### src/rtl/branch_predict_resolve_pkg.sv
// Shared definitions for the branch predictor/resolver: funct3 branch encodings,
// field widths, counter init value and the init/run state encoding.
package branch_predict_resolve_pkg;

  localparam int unsigned FUNCT3_W = 3;
  localparam int unsigned CTR_W    = 2;

  localparam logic [FUNCT3_W-1:0] F3_BEQ  = 3'b000;
  localparam logic [FUNCT3_W-1:0] F3_BNE  = 3'b001;
  localparam logic [FUNCT3_W-1:0] F3_BLT  = 3'b100;
  localparam logic [FUNCT3_W-1:0] F3_BGE  = 3'b101;
  localparam logic [FUNCT3_W-1:0] F3_BLTU = 3'b110;
  localparam logic [FUNCT3_W-1:0] F3_BGEU = 3'b111;

  // Weakly not-taken.
  localparam logic [CTR_W-1:0] CTR_INIT = 2'b01;

  typedef enum logic {
    ST_INIT = 1'b0,
    ST_RUN  = 1'b1
  } bpr_state_t;

endpackage

### src/rtl/branch_predict_resolve_if.sv
// Fetch lookup and execute resolve signals between the pipeline (master)
// and the branch predictor/resolver (slave).
interface branch_predict_resolve_if #(
  parameter int unsigned N = 32
);
  import branch_predict_resolve_pkg::*;

  logic                ready;
  logic                lk_valid;
  logic [N-1:0]        lk_pc;
  logic                pred_valid;
  logic                pred_taken;
  logic                rs_valid;
  logic [N-1:0]        rs_pc;
  logic [FUNCT3_W-1:0] rs_funct3;
  logic [N-1:0]        rs_aluOut;
  logic                rs_aluEqual;
  logic                rs_pred_taken;
  logic                res_valid;
  logic                res_taken;
  logic                mispredict;
  logic                illegal;

  modport master (
    input  ready, pred_valid, pred_taken, res_valid, res_taken, mispredict, illegal,
    output lk_valid, lk_pc, rs_valid, rs_pc, rs_funct3, rs_aluOut, rs_aluEqual,
           rs_pred_taken
  );

  modport slave (
    output ready, pred_valid, pred_taken, res_valid, res_taken, mispredict, illegal,
    input  lk_valid, lk_pc, rs_valid, rs_pc, rs_funct3, rs_aluOut, rs_aluEqual,
           rs_pred_taken
  );

endinterface

### src/rtl/branch_predict_resolve_sat_counter2.sv
// Next-state function of a 2-bit saturating branch counter.
module sat_counter2
  import branch_predict_resolve_pkg::*;
(
  input  logic [CTR_W-1:0] cur,
  input  logic             taken,
  output logic [CTR_W-1:0] nxt
);

  always_comb begin
    nxt = cur;
    if (taken) begin
      if (cur != '1) nxt = cur + CTR_W'(1);
    end else begin
      if (cur != '0) nxt = cur - CTR_W'(1);
    end
  end

endmodule

### src/rtl/branch_predict_resolve.sv
// BHT of 2-bit counters with registered fetch prediction and execute-stage branch
// resolution; `BRANCH_STATS_EN adds branch/mispredict statistics counters.
module branch_predict_resolve
  import branch_predict_resolve_pkg::*;
#(
  parameter int unsigned N           = 32,
  parameter int unsigned BHT_ENTRIES = 64,
  parameter int unsigned PC_LSB      = 2
) (
  input  logic                      clk,
  input  logic                      rst,
  branch_predict_resolve_if.slave   bus
`ifdef BRANCH_STATS_EN
  ,
  output logic [31:0]               stat_branches,
  output logic [31:0]               stat_mispredicts
`endif
);

  localparam int unsigned IDX_W = $clog2(BHT_ENTRIES);
  localparam logic [IDX_W-1:0] IDX_LAST = IDX_W'(BHT_ENTRIES - 1);

  bpr_state_t       state_q, state_d;
  logic [IDX_W-1:0] idx_q, idx_d;
  logic             init_we;

  logic [CTR_W-1:0] bht [BHT_ENTRIES];

  logic [IDX_W-1:0] lk_idx, rs_idx;
  logic             lk_act, rs_act, rs_upd;
  logic             rs_taken, rs_illegal;
  logic [CTR_W-1:0] ctr_nxt;
  logic             unused_pc_bits;

  assign lk_idx = bus.lk_pc[PC_LSB +: IDX_W];
  assign rs_idx = bus.rs_pc[PC_LSB +: IDX_W];
  assign unused_pc_bits = ^{bus.lk_pc, bus.rs_pc};

  assign bus.ready = (state_q == ST_RUN);
  assign lk_act    = bus.lk_valid & bus.ready;
  assign rs_act    = bus.rs_valid & bus.ready;
  assign rs_upd    = rs_act & ~rs_illegal;

  always_comb begin
    state_d = state_q;
    idx_d   = idx_q;
    init_we = 1'b0;
    case (state_q)
      ST_INIT: begin
        init_we = 1'b1;
        if (idx_q == IDX_LAST) state_d = ST_RUN;
        else                   idx_d   = idx_q + IDX_W'(1);
      end
      ST_RUN: ;
    endcase
  end

  always_comb begin
    rs_taken   = 1'b0;
    rs_illegal = 1'b0;
    case (bus.rs_funct3)
      F3_BEQ:          rs_taken = bus.rs_aluEqual;
      F3_BNE:          rs_taken = ~bus.rs_aluEqual;
      F3_BLT, F3_BLTU: rs_taken = (bus.rs_aluOut == '1);
      F3_BGE, F3_BGEU: rs_taken = (bus.rs_aluOut == '0);
      default:         rs_illegal = 1'b1;
    endcase
  end

  sat_counter2 u_ctr (
    .cur   (bht[rs_idx]),
    .taken (rs_taken),
    .nxt   (ctr_nxt)
  );

  always_ff @(posedge clk) begin
    if (rst) begin
      state_q        <= ST_INIT;
      idx_q          <= '0;
      bus.pred_valid <= 1'b0;
      bus.pred_taken <= 1'b0;
      bus.res_valid  <= 1'b0;
      bus.res_taken  <= 1'b0;
      bus.mispredict <= 1'b0;
      bus.illegal    <= 1'b0;
    end else begin
      state_q        <= state_d;
      idx_q          <= idx_d;
      bus.pred_valid <= lk_act;
      bus.pred_taken <= lk_act & bht[lk_idx][1];
      bus.res_valid  <= rs_act;
      bus.res_taken  <= rs_act & rs_taken;
      bus.illegal    <= rs_act & rs_illegal;
      bus.mispredict <= rs_upd & (rs_taken ^ bus.rs_pred_taken);
    end
  end

  // Table is cleared by the init sweep rather than by rst; the lookup above
  // reads the old value when it hits the entry being updated here.
  always_ff @(posedge clk) begin
    if (!rst) begin
      if (init_we)     bht[idx_q]  <= CTR_INIT;
      else if (rs_upd) bht[rs_idx] <= ctr_nxt;
    end
  end

`ifdef BRANCH_STATS_EN
  always_ff @(posedge clk) begin
    if (rst) begin
      stat_branches    <= '0;
      stat_mispredicts <= '0;
    end else if (rs_upd) begin
      stat_branches <= stat_branches + 32'd1;
      if (rs_taken ^ bus.rs_pred_taken) stat_mispredicts <= stat_mispredicts + 32'd1;
    end
  end
`endif

endmodule

### src/flat_wrapper.sv
// flat-port wrapper written by rule: the top's interface ports become plain ports
module branch_predict_resolve_flat import branch_predict_resolve_pkg::*;
#(
  parameter int unsigned N           = 32,
  parameter int unsigned BHT_ENTRIES = 64,
  parameter int unsigned PC_LSB      = 2
)
  (clk, rst, bus_ready, bus_pred_valid, bus_pred_taken, bus_res_valid, bus_res_taken, bus_mispredict, bus_illegal, bus_lk_valid, bus_lk_pc, bus_rs_valid, bus_rs_pc, bus_rs_funct3, bus_rs_aluOut, bus_rs_aluEqual, bus_rs_pred_taken);
  branch_predict_resolve_if #(.N(N)) bus_i ();
  input  logic clk;
  input  logic rst;
  output wire logic [$bits(bus_i.ready)-1:0] bus_ready;
  output wire logic [$bits(bus_i.pred_valid)-1:0] bus_pred_valid;
  output wire logic [$bits(bus_i.pred_taken)-1:0] bus_pred_taken;
  output wire logic [$bits(bus_i.res_valid)-1:0] bus_res_valid;
  output wire logic [$bits(bus_i.res_taken)-1:0] bus_res_taken;
  output wire logic [$bits(bus_i.mispredict)-1:0] bus_mispredict;
  output wire logic [$bits(bus_i.illegal)-1:0] bus_illegal;
  input wire logic [$bits(bus_i.lk_valid)-1:0] bus_lk_valid;
  input wire logic [$bits(bus_i.lk_pc)-1:0] bus_lk_pc;
  input wire logic [$bits(bus_i.rs_valid)-1:0] bus_rs_valid;
  input wire logic [$bits(bus_i.rs_pc)-1:0] bus_rs_pc;
  input wire logic [$bits(bus_i.rs_funct3)-1:0] bus_rs_funct3;
  input wire logic [$bits(bus_i.rs_aluOut)-1:0] bus_rs_aluOut;
  input wire logic [$bits(bus_i.rs_aluEqual)-1:0] bus_rs_aluEqual;
  input wire logic [$bits(bus_i.rs_pred_taken)-1:0] bus_rs_pred_taken;
  assign bus_ready = bus_i.ready;
  assign bus_pred_valid = bus_i.pred_valid;
  assign bus_pred_taken = bus_i.pred_taken;
  assign bus_res_valid = bus_i.res_valid;
  assign bus_res_taken = bus_i.res_taken;
  assign bus_mispredict = bus_i.mispredict;
  assign bus_illegal = bus_i.illegal;
  assign bus_i.lk_valid = bus_lk_valid;
  assign bus_i.lk_pc = bus_lk_pc;
  assign bus_i.rs_valid = bus_rs_valid;
  assign bus_i.rs_pc = bus_rs_pc;
  assign bus_i.rs_funct3 = bus_rs_funct3;
  assign bus_i.rs_aluOut = bus_rs_aluOut;
  assign bus_i.rs_aluEqual = bus_rs_aluEqual;
  assign bus_i.rs_pred_taken = bus_rs_pred_taken;
  branch_predict_resolve #(.N(N), .BHT_ENTRIES(BHT_ENTRIES), .PC_LSB(PC_LSB)) u_core (.clk(clk), .rst(rst), .bus(bus_i));
endmodule
### config.mk
export PLATFORM = sky130hd
export DESIGN_NAME = branch_predict_resolve_flat
export DESIGN_NICKNAME = d
export VERILOG_FILES = /design/src/rtl/branch_predict_resolve_pkg.sv /design/src/rtl/branch_predict_resolve_if.sv /design/src/rtl/branch_predict_resolve_sat_counter2.sv /design/src/rtl/branch_predict_resolve.sv /design/src/flat_wrapper.sv
export SDC_FILE = /design/constraint.sdc
export NUM_CORES = 1
export LEC_CHECK = 0
export ABC_AREA = 1
export BUFFER_PORTS_ARGS = -buffer_cell sky130_fd_sc_hd__buf_2
export CORE_MARGIN = 4
export CORE_UTILIZATION = 40
export CTS_BUF_LIST = sky130_fd_sc_hd__clkbuf_16
export CTS_CLUSTER_DIAMETER = 100
export CTS_CLUSTER_SIZE = 30
export DETAILED_ROUTE_END_ITERATION = 8
export SKIP_LAST_GASP = 1
export SYNTH_ARGS = -nofsm -noshare
export SYNTH_HDL_FRONTEND = slang
export SYNTH_HIERARCHICAL = 1
export SYNTH_SLANG_ARGS = --single-unit
export TNS_END_PERCENT = 10
### constraint.sdc
create_clock -name clk -period 5.1 [get_ports clk]
set_input_delay 0.765 -clock clk [delete_from_list [all_inputs] [get_ports clk]]
set_output_delay 0.765 -clock clk [all_outputs]
set_load 0.02 [all_outputs]
-- Yosys cells after proc, flatten, opt, wreduce, memory -nomap -nowiden
Memory sizes are Yosys's and may differ from the RTL's.
Cells that the tools add are included.
- register bits: 13
- word-level logic and storage cells: 56
- latch bits: 0
- output and inout bits: 7
- bits in read-only memories: 0
- memories kept: 1
- input port bits: 105
- bits in writable memories: 128
- memory list (memory ; words ; width ; rd ports ; clocked after memory_dff ; wr ports ; RTL line ; source):
    u_core.bht ; 64 ; 2 ; 2 ; 0 ; 1 ; branch_predict_resolve.sv:27 ; logic [CTR_W-1:0] bht [BHT_ENTRIES];
- add/sub/neg operators: 3
- multiplexer cells: 17
- shifts and indexed selects: 0
- multiply operators: 0
- reduce and logical (&&, ||, !) cells: 8
- divide/modulo/power cells: 0
- eq/ne operators: 8
- bitwise logic cells: 11
- order comparisons: 0
- operator list (cell ; count):
    32-bit == test, second input constant ; 1
    32-bit logical NOT ; 1
    3-bit == test, second input constant ; 4
    1-bit two-way mux ; 11
    2-bit two-way mux ; 4
    1-bit AND ; 7
    6-bit by 1-bit adder with 6-bit output, second input constant ; 1
    6-bit == test, second input constant ; 1
    6-bit two-way mux ; 1
    2-bit OR reduction ; 3
    6-bit OR reduction ; 1
    1-bit case mux with 4 select lines ; 1
    3-bit by 1-bit == test with 1-bit output, second input constant ; 1
    3-bit logical NOT ; 1
    1-bit NOT ; 3
    2-bit by 1-bit adder with 2-bit output, second input constant ; 1
    2-bit inequality test, second input constant ; 1
    2-bit AND reduction ; 1
    2-bit nonzero test ; 1
    2-bit by 1-bit subtractor with 2-bit output, second input constant ; 1
    1-bit bitwise XOR ; 1

-- Longest topological paths before layout
- depth after elaboration: 9
- gate-level depth with buffers: 16
- gate-level depth less buffers: 13

-- Cells and area by module
The synthesis kept the hierarchy.
- modules (own cells, without submodules) (module ; times used ; cells an instance ; area each (µm²)):
    branch_predict_resolve ; 1 ; 794 ; 6942.9
    sat_counter2 ; 1 ; 6 ; 25.0

-- Worst setup path after synthesis
Ideal clock, no wire load.
- path type: input to register
- start: input port bus_rs_pc[2]
- end: memory u_core.bht[0][1], data pin
- setup slack: 0.971 ns
- data arrival time: 3.628 ns
- cell stages on the path: 14
- setup time: 0.501 ns
- required time: 4.599 ns
- cell sequence: clkbuf_1 inv_1 buf_2 buf_2 nor2_1 o22ai_1 o21ai_0 o21ai_0 nand3_1 nand2_1 nand2_1 nand2_1 inv_1 nor2_1
- longest elaborated chain between the ends: 5
- elaborated cells on any way between the ends: 9
- classes of those cells: 2 x add/sub; 1 x eq/ne; 4 x mux; 1 x reduce/logical; 1 x memory
- RTL lines (item ; RTL line ; source):
    from (decl) ; flat_wrapper.sv:22 ; input wire logic [$bits(bus_i.rs_pc)-1:0] bus_rs_pc;
    memory 64 x 2 bit * ; - ;
    2-bit by 1-bit subtractor with 2-bit output, or another cell as far along ; branch_predict_resolve_sat_counter2.sv:15 ; if (cur != '0) nxt = cur - CTR_W'(1);
    2-bit two-way mux, on equally long branches ; branch_predict_resolve_sat_counter2.sv:15, branch_predict_resolve_sat_counter2.sv:13 ;
    2-bit two-way mux * ; branch_predict_resolve_sat_counter2.sv:12 ; if (taken) begin
    named net u_core.ctr_nxt[1] ; branch_predict_resolve.sv:32 ; logic [CTR_W-1:0] ctr_nxt;
    2-bit two-way mux (no line) * ; - ;
    to (decl) ; branch_predict_resolve.sv:27 ;
Mark *: on every way through the listed nets, which the timed path passes. The rest lies on a longest branch.

-- Final worst setup path
- start: input port bus_rs_pc[4]
- end: memory u_core.bht[63][0], data pin
The elaborated chain is that of the path after synthesis.

==> results_dict.tcl <==
set metrics [dict create \
    outcome "complete, no violations" \
    reg2reg_depth 8 \
    area_growth_pct 15.4 \
    wire_per_inst_um 18.1 \
    synth_ff_type "edfxtp_1" \
    reg2reg_to "u_core/bht[23][1]" \
    finalClockSkew_ps 9.83 \
    synth_edf_count 128 \
    grt_use_total_pct 20.4 \
    crit_end "u_core/bht[63][0]" \
    cts_max_level 4 \
    worstMarginPinSlew_ps 757 \
    num_antenna_cells 0 \
    grt_max_degree 42 \
    gr-total-overflow 0 \
    rsz0062_at_grt "no" \
    hpwl_mm 12.6 \
    layout-drive-gt1-share_pct 12.3 \
    core_um2 16800 \
    post-cts-setup-buffers 0 \
    syn_inst 800 \
    hold_path.class "flop to flop" \
    cts.repair.resized 0 \
    fin_area_um2 8040 \
    ios 112 \
    utilization_pct 47.8 \
    place_congestion 0.851 \
    synth_area_leaders "edfxtp_1 (55%), nand2_1 (13%), nand3_1 (10%), nor2_1 (5.3%), dfxtp_1 (3.7%)" \
    mappedNetlistArea_um2 6970 \
    cts.sink_count 141 \
    drc 0 \
    fmax_ghz 0.292 \
    dr.pass1.iters 5 \
    synth_top_family_by_area "simple AND/OR/NAND/NOR gates" \
    cpMaxStageDelayCell "or2_2" \
    numCtsBuffers 17 \
    hold_violations 0 \
    num_vias 5880 \
    synthMuxAreaShare_pct 0 \
    placed_cell_area_um2 7480 \
    synth_top_area_cell "edfxtp_1" \
    mappedNetlistNets 906 \
    synth-adder-area-share_pct 0.180 \
    ys_seq_elements 141 \
    criticalPathCategory "input pin to flop" \
    drtAntennaViolNets 0 \
    maxCapViolCount 0 \
    grt_pass1_vias 5572 \
    synthXorXnorAreaFrac_pct 0.126 \
    maxSlewViolCount 0 \
    die_area_um2 19600 \
    start_util_pct 41.4 \
    synth_top_area_share_pct 55.2 \
    end_kind "flop" \
    yosys_warnings 6 \
    grt_first_pass_wirelength_mm 30.6 \
    final_nets 956 \
    cp_data_arrival_time_ps 3540 \
    setup_viol 0 \
    fin_crit_sh_pct 67.1 \
    crit_top_cell "nand2_1" \
    cts_max_path_buffers 2 \
    insertion_delay_ps 420 \
    layout_min_cycle_time_ps 3420 \
    viasPerCell 5.43 \
    crit_family "buffers and inverters" \
    antenna_found_initial 0 \
    synthSimpleGateAreaFrac_pct 31.6 \
    ys_seq_area_share_pct 58.9 \
    rr_startpoint "u_core/bus.ready" \
    irDropWorstVdd_uv 213 \
    fillers 1628 \
    start_kind "input pin" \
    slew-limit-headroom_pct 49.4 \
    hold_buffers 0 \
    critical_path_required_ps 5220 \
    io_buffers 59 \
    clk_pin_slew_worst_paths_ps 60 \
    synth_cell_types 25 \
    whs_path_depth 2 \
    die-height_um 140 \
    cts_root_buffer "clkbuf_16" \
    setup.worst_path.start "bus_rs_pc[4]" \
    async_reset_ff_share_pct 0 \
    powerDensity_nw_per_um2 325 \
    rows 47 \
    p_leak_nw 3.23 \
    cp_cell_sequence "buf_2 -> clkinv_1 -> buf_4 -> nand3_1 -> nand2_1 -> nand2_1 -> nand3_1 -> nand3_1 -> nand2_1 -> o21ai_1 -> nand2_1 -> or2_2 -> buf_4" \
    fin_setup_tns_ps 0 \
    synth.most_common_cell "nand2_1" \
    cp_num_buf_inv 4 \
    avgSynthCellArea_um2 8.71 \
    netlist_top_cells_count "nand2_1 (233), nand3_1 (146), edfxtp_1 (128)" \
    cp_max_fo 33 \
    reg2reg_setup_slack_ps 2300 \
    tritoncts "yes" \
    die_x_um 140 \
    crit_cells 13 \
    synth_compound_area_share_pct 4.47 \
    slowest_delay_ps 540 \
    wl_mm 19.6 \
    dr.first_iter.drc_count 485 \
]
metrics by stage:
stage / instances / power [W] / setup WS [ps] / hold slack [ps]
global placement: 1051 / 0.00147 / 1300 / 475
global route: 1083 / 0.00271 / 1440 / 531
finish: 1083 / 0.00261 / 1680 / 488
CTS: 1083 / 0.00263 / 1690 / 488
floorplan: 800 / 0.00139 / 971 / 459
detailed placement: 1051 / 0.00147 / 1220 / 479
cell type report:
type	count	area, um^2	share of cell area [%]
clock inverter	12	62.6	0.778
multi-input combinational	575	2540	31.6
clock buffer	20	500	6.22
sequential	141	4100	51.0
inverter	46	173	2.15
tap	220	275	3.42
timing repair buffer	69	383	4.76
metal layers:
| metal | global-route usage, % | routed length [um] | vias to the layer above |
|---|---|---|---|
| met5 | 0 | 0 | - |
| li1 | - | - | 2848 |
| met3 | 5.39 | 1730 | 42 |
| met4 | 7.75 | 506 | 0 |
| met2 | 31.3 | 8870 | 242 |
| met1 | 28.0 | 8450 | 2748 |
cell usage in the layout (no fill, tap or decap), types with 3 or more instances in the layout:
cell type,n
a21oi_1,15
buf_2,59
buf_4,9
clkbuf_16,20
clkinv_1,6
dfxtp_1,13
edfxtp_1,128
inv_1,45
inv_4,4
nand2_1,233
nand3_1,146
nand4_1,16
nor2_1,98
nor3_1,9
nor4_1,8
o21ai_0,29
o21ai_2,4
o22ai_1,6
or2_2,3
cell families after synthesis:
logic type | count (synthesis)
and+or+nand+nor | 516
DFF | 141
xor gates and xnor gates | 1
AOI/OAI and AO/OA | 57
adders and majority gates | 1
buffers and inverters | 84
flip-flops by register name, indices dropped and copies added (netlist names):
signal,cells
u_core/bus.mispredict,1
u_core/bus.res_valid,1
u_core/bus.ready,1
u_core/idx_q,6
u_core/bus.illegal,1
u_core/bus.pred_taken,1
u_core/bus.res_taken,1
u_core/bus.pred_valid,1
u_core/bht,128
report_power, final:
group | internal (W) | switching [W] | total (W)
Clock | 0.000699 | 0.000465 | 0.00116
Combinational | 0.0000595 | 0.000141 | 0.000200
Sequential | 0.00125 | 0.00000289 | 0.00125
Total | 0.00200 | 0.000608 | 0.00261
worst min path at each step:
stage / startpoint / endpoint / slack [ps]
global placement: u_core/idx_q[5] / u_core/idx_q[5] / 480
finish: u_core/idx_q[5] / u_core/idx_q[5] / 490
detailed placement: u_core/idx_q[5] / u_core/idx_q[5] / 480
CTS: u_core/idx_q[5] / u_core/idx_q[5] / 490
global route: u_core/idx_q[5] / u_core/idx_q[5] / 530
floorplan: u_core/idx_q[5] / u_core/idx_q[5] / 460
worst reg2reg max path, delay by kind of cell, from the launching register on:
| kind | cells | cell delay, ps |
|---|---|---|
| flops | 1 | 420 |
| compound gates | 1 | 130 |
| buf+inv | 1 | 230 |
| simple gates | 6 | 1690 |
Power figures use the tool's default switching activity.
